`config.mk`:
```
export PLATFORM = sky130hd
export DESIGN_NAME = hazard_stall_unit
export DESIGN_NICKNAME = d
export VERILOG_FILES = /design/src/rtl/hazard_stall_unit.sv
export SDC_FILE = /design/constraint.sdc
export NUM_CORES = 1
export LEC_CHECK = 0
export ABC_AREA = 0
export CORE_UTILIZATION = 45
export CTS_BUF_LIST = sky130_fd_sc_hd__clkbuf_16
export DETAILED_ROUTE_END_ITERATION = 8
export PLACE_DENSITY = 0.8
export SLEW_MARGIN = 15
export SYNTH_ARGS = -nofsm -noshare
export SYNTH_HDL_FRONTEND = slang
export SYNTH_SLANG_ARGS = --single-unit
```
`constraint.sdc`:
```
create_clock -name clk -period 3.7 [get_ports clk]
set_clock_uncertainty 0.2 [all_clocks]
set_input_delay 1.11 -clock clk [delete_from_list [all_inputs] [get_ports clk]]
set_output_delay 1.11 -clock clk [all_outputs]
set_load 0.05 [all_outputs]
```
`src/rtl/hazard_stall_unit.sv`:
```
// Hazard detection for the 5-stage, 8-register pipeline: tracks in-flight
// destinations and freezes the front end when forwarding cannot cover a dependence.
module hazard_stall_unit #(
  parameter int unsigned REG_W = 3,
  parameter int unsigned CNT_W = 16
) (
  input  logic             clk,
  input  logic             rst_n,
  input  logic             frwd_en,
  input  logic             id_valid,
  input  logic [REG_W-1:0] id_src1,
  input  logic [REG_W-1:0] id_src2,
  input  logic             id_src2_used,
  input  logic [REG_W-1:0] id_dest,
  input  logic             id_wb_en,
  input  logic             id_mem_read,
  input  logic             flush,
  output logic             hazard_en,
  output logic [REG_W-1:0] ex_op_dest,
  output logic [REG_W-1:0] mem_op_dest,
  output logic [REG_W-1:0] wb_op_dest,
  output logic             stall,
  output logic             id_ex_bubble,
  output logic [CNT_W-1:0] stall_count
);

  typedef struct packed {
    logic             valid;
    logic [REG_W-1:0] dest;
    logic             wb_en;
    logic             mem_read;
  } sb_entry_t;

  sb_entry_t ex_q, mem_q, wb_q;

  logic src1_live, src2_live;
  logic hit_ex, hit_mem, hit_wb;
  logic issue;

  // Destination visible to forwarding only when the stage actually writes back
  always_comb begin
    ex_op_dest  = (ex_q.valid  && ex_q.wb_en)  ? ex_q.dest  : '0;
    mem_op_dest = (mem_q.valid && mem_q.wb_en) ? mem_q.dest : '0;
    wb_op_dest  = (wb_q.valid  && wb_q.wb_en)  ? wb_q.dest  : '0;
  end

  // r0 never creates a dependence; src2 ignored for immediate forms
  always_comb begin
    src1_live = (id_src1 != '0);
    src2_live = id_src2_used && (id_src2 != '0);
    hit_ex  = (src1_live && (id_src1 == ex_op_dest))  || (src2_live && (id_src2 == ex_op_dest));
    hit_mem = (src1_live && (id_src1 == mem_op_dest)) || (src2_live && (id_src2 == mem_op_dest));
    hit_wb  = (src1_live && (id_src1 == wb_op_dest))  || (src2_live && (id_src2 == wb_op_dest));
  end

  always_comb begin
    stall = 1'b0;
    if (id_valid && !flush) begin
      if (hazard_en) stall = hit_ex || hit_mem || hit_wb;
      else           stall = hit_ex && ex_q.mem_read;
    end
    id_ex_bubble = stall || flush;
    issue        = id_valid && !stall && !flush;
  end

  // Downstream stages always advance; EX takes a bubble when ID is held or squashed
  always_ff @(posedge clk) begin
    if (!rst_n) begin
      ex_q        <= '0;
      mem_q       <= '0;
      wb_q        <= '0;
      hazard_en   <= 1'b0;
      stall_count <= '0;
    end else begin
      hazard_en <= ~frwd_en;
      wb_q      <= mem_q;
      mem_q     <= ex_q;
      if (issue) begin
        ex_q.valid    <= 1'b1;
        ex_q.dest     <= id_dest;
        ex_q.wb_en    <= id_wb_en;
        ex_q.mem_read <= id_mem_read;
      end else begin
        ex_q <= '0;
      end
      if (stall && (stall_count != {CNT_W{1'b1}}))
        stall_count <= stall_count + CNT_W'(1);
    end
  end

endmodule

```
==> impl_metrics.json <==
{
  "p_per_area_nw_per_um2": 306,
  "clock_path_buffers": 2,
  "ant_nets": 0,
  "ys_seq_elements": 33,
  "rows": 23,
  "path_class": "input pin to primary output",
  "report.final.slew_viol_count": 0,
  "hold_class": "flip-flop to flip-flop",
  "ios": 45,
  "synth_top_cell_by_area": "dfxtp_1",
  "grt_max_degree": 25,
  "root_buffer": "clkbuf_16",
  "synth_edf_count": 0,
  "antenna_found_initial": 0,
  "violations": "setup timing",
  "dr_total_vias": 1922,
  "synth_cell_types": 54,
  "seq_area_frac_synth_pct": 35.3,
  "reg2reg_to": "stall_count[10]",
  "grt_pass1_wl_um": 7600,
  "cp-end-kind": "primary output",
  "dp_hpwl_um": 3170,
  "syn_to_final_growth_pct": 50.2,
  "cts_buffers": 5,
  "hold_start": "mem_q[4]",
  "fin_ws_ns": -0.300,
  "worstSetupStartpointType": "input pin",
  "setup_viol": 2,
  "routed_wl_um": 5040,
  "syn_area_per_cell_um2": 8.51,
  "rsz0062_at_grt": "true",
  "clkLatencyLatePin_ns": 0.28,
  "synth.top_cell.area_share_pct": 35.3,
  "clock-sinks": 33,
  "portBuffers": 44,
  "r2r_setup_slack_ns": 0.79,
  "netlist_top_cells_count": "dfxtp_1 (33), and2_1 (18), and3_1 (15)",
  "drtIter0Drc": 138,
  "fp.coreArea_um2": 4000,
  "post-place-cells": 319,
  "drc": 0,
  "grt_pass1_vias": 1647,
  "cp.arrival_ns": 2.69,
  "netlist_top_cells_area": "dfxtp_1 (35%), and2_1 (6.0%), and3_1 (5.0%)",
  "cts_max_level": 2,
  "n_antenna_cell": 0,
  "p_total_w": 0.000861,
  "post_drt_wl_per_cell_um": 15.1,
  "vias_per_cell": 5.75,
  "synth_cells": 220,
  "min_to": "wb_q[4]",
  "gp_congestion": 0.840,
  "die-area_um2": 4420,
  "critPathRequiredTime_ns": 2.39,
  "cellLeakagePower_nw": 1.12,
  "yosysMostFrequentCell": "dfxtp_1",
  "track_usage_pct": 22.9,
  "die_w_um": 66.5,
  "min_period_ns": 4.00,
  "status": "complete, but fails checks",
  "hold_viol": 0,
  "clk_pin_slew_ns": 0.05,
  "whs_path_depth": 1,
  "yosys_warnings": 0,
  "drive_gt1_share_pct": 23.6,
  "fmax_ghz": 0.250,
  "slew_headroom_pct": 56.6,
  "syn-num-nets": 238,
  "syn_area_um2": 1870,
  "r2r-start": "mem_q[2]",
  "initial_core_util_pct": 46.8,
  "fin_cells": 334,
  "ys.flop_type": "dfxtp_1",
  "cts_tree": "done",
  "ff2ff_path_depth": 9,
  "maxCapViolCount": 0,
  "grt_overflow_total": 0,
  "tightest_slew_ns": 0.643,
  "fin_nets": 301,
  "ir_drop_mv": 0.243,
  "crit_fanout": 9,
  "post-route-period-util_pct": 108,
  "synthArstFlopShare_pct": 0,
  "fp.dieH_um": 66.5,
  "dr.pass1.iters": 4
}
==> metrics by stage <==
| stage | utilization (%) | worst slack [ns] | instance area, um2 | hold WS [ns] | setup TNS, ns |
|---|---|---|---|---|---|
| CTS | 68.9 | -0.262 | 2760 | 0.255 | -0.501 |
| detailed placement | 61.2 | -0.922 | 2450 | 0.243 | -4.39 |
| finish | 70.3 | -0.300 | 2810 | 0.281 | -0.490 |
| global placement | 61.2 | -0.847 | 2450 | 0.236 | -2.97 |
| floorplan | - | -0.200 | 1880 | 0.222 | -0.372 |
| global route | 70.3 | -0.375 | 2810 | 0.276 | -0.632 |
==> area by class of cell <==
type / instances / area [um2]
clock inverter: 3 / 12.5
sequential: 33 / 661
tap: 50 / 62.6
timing repair buffer: 72 / 678
fill: 317 / 1190
multi-input combinational: 167 / 1260
clock buffer: 5 / 125
inverter: 4 / 15.0
==> power breakdown <==
| group | total [W] | internal, W | leakage (nW) | switching, W |
|---|---|---|---|---|
| clock network | 0.000385 | 0.000243 | 0.0687 | 0.000142 |
| registers | 0.000367 | 0.000361 | 0.267 | 0.00000667 |
| logic | 0.000109 | 0.0000594 | 0.786 | 0.0000495 |
| total | 0.000861 | 0.000662 | 1.12 | 0.000198 |
==> what timing repair did <==
action                     CTS  global route
hold buffers                 0             0
setup endpoints to repair    2             2
pin swaps                    9             3
cloned                       0             0
setup buffers                6             2
resized for setup           59             7
hold endpoints to repair     0             0
==> cell families (layout without fill, tap and decap cells) <==
| logic type | Yosys count | after routing | synth area share (%) |
|---|---|---|---|
| compound gates | 50 | 50 | 19.7 |
| xor+xnor | 9 | 9 | 4.21 |
| fa+ha+maj | 1 | 1 | 0.668 |
| buf+inv | 20 | 84 | 6.02 |
| flops | 33 | 33 | 35.3 |
| mux | 2 | 2 | 1.07 |
| simple gates | 105 | 105 | 33.0 |
==> worst max-delay path by stage <==
stage               startpoint           end  slack, ns  cells past startpoint
global route        id_src1[0]  id_ex_bubble      -0.37                      8
global placement    id_src1[1]         stall      -0.85                      8
finish              id_src1[1]  id_ex_bubble      -0.30                      8
detailed placement  id_src1[0]         stall      -0.92                      8
floorplan           id_src1[2]  id_ex_bubble      -0.20                      7
CTS                 id_src2[0]  id_ex_bubble      -0.26                      8
==> layer usage <==
metal  global-route usage, %  vias up  wire (um)
li1                        -      933          -
met5                       0        -          0
met3                    4.45       16        270
met4                    7.98        0        103
met2                    37.4       65       2450
met1                    29.8      908       2220
==> critical path, stage by stage <==
cell	delay, ns
buf_12	0.12
nor4bb_4	0.15
a31oi_4	0.16
o32ai_2	0.11
a2111oi_4	0.50
a221oi_4	0.12
or2_4	0.26
buf_12	0.15
==> flip-flops by register name, summed over array words and instances, names as in the netlist <==
| signal | flops |
|---|---|
| ex_q | 6 |
| hazard_en | 1 |
| mem_q | 5 |
| stall_count | 16 |
| wb_q | 5 |
==> placed cells by master (no fill, tap or decap), types with 2 or more instances in the layout <==
cell type	synthesis	final
mux2i_1	2	2
nand2_1	13	13
nand4_1	6	6
a2bb2oi_2	0	3
buf_4	0	27
nor2_1	10	9
o31ai_1	4	4
and2_1	18	17
clkbuf_16	0	5
inv_1	4	4
or4_1	3	3
buf_6	2	5
nand2b_1	4	4
nor3_1	6	5
and4b_1	2	2
and4_1	3	3
dfxtp_1	33	33
clkinv_1	0	2
nand3_1	6	6
o21ai_1	5	6
xor2_1	6	5
xnor2_1	3	2
or3_1	9	8
a21oi_1	11	10
o211ai_1	3	3
buf_12	0	2
clkdlybuf4s50_1	0	35
o21ai_0	5	3
nor2b_1	2	2
and3_1	15	15
No activity file was read; power rests on OpenSTA's default activity.
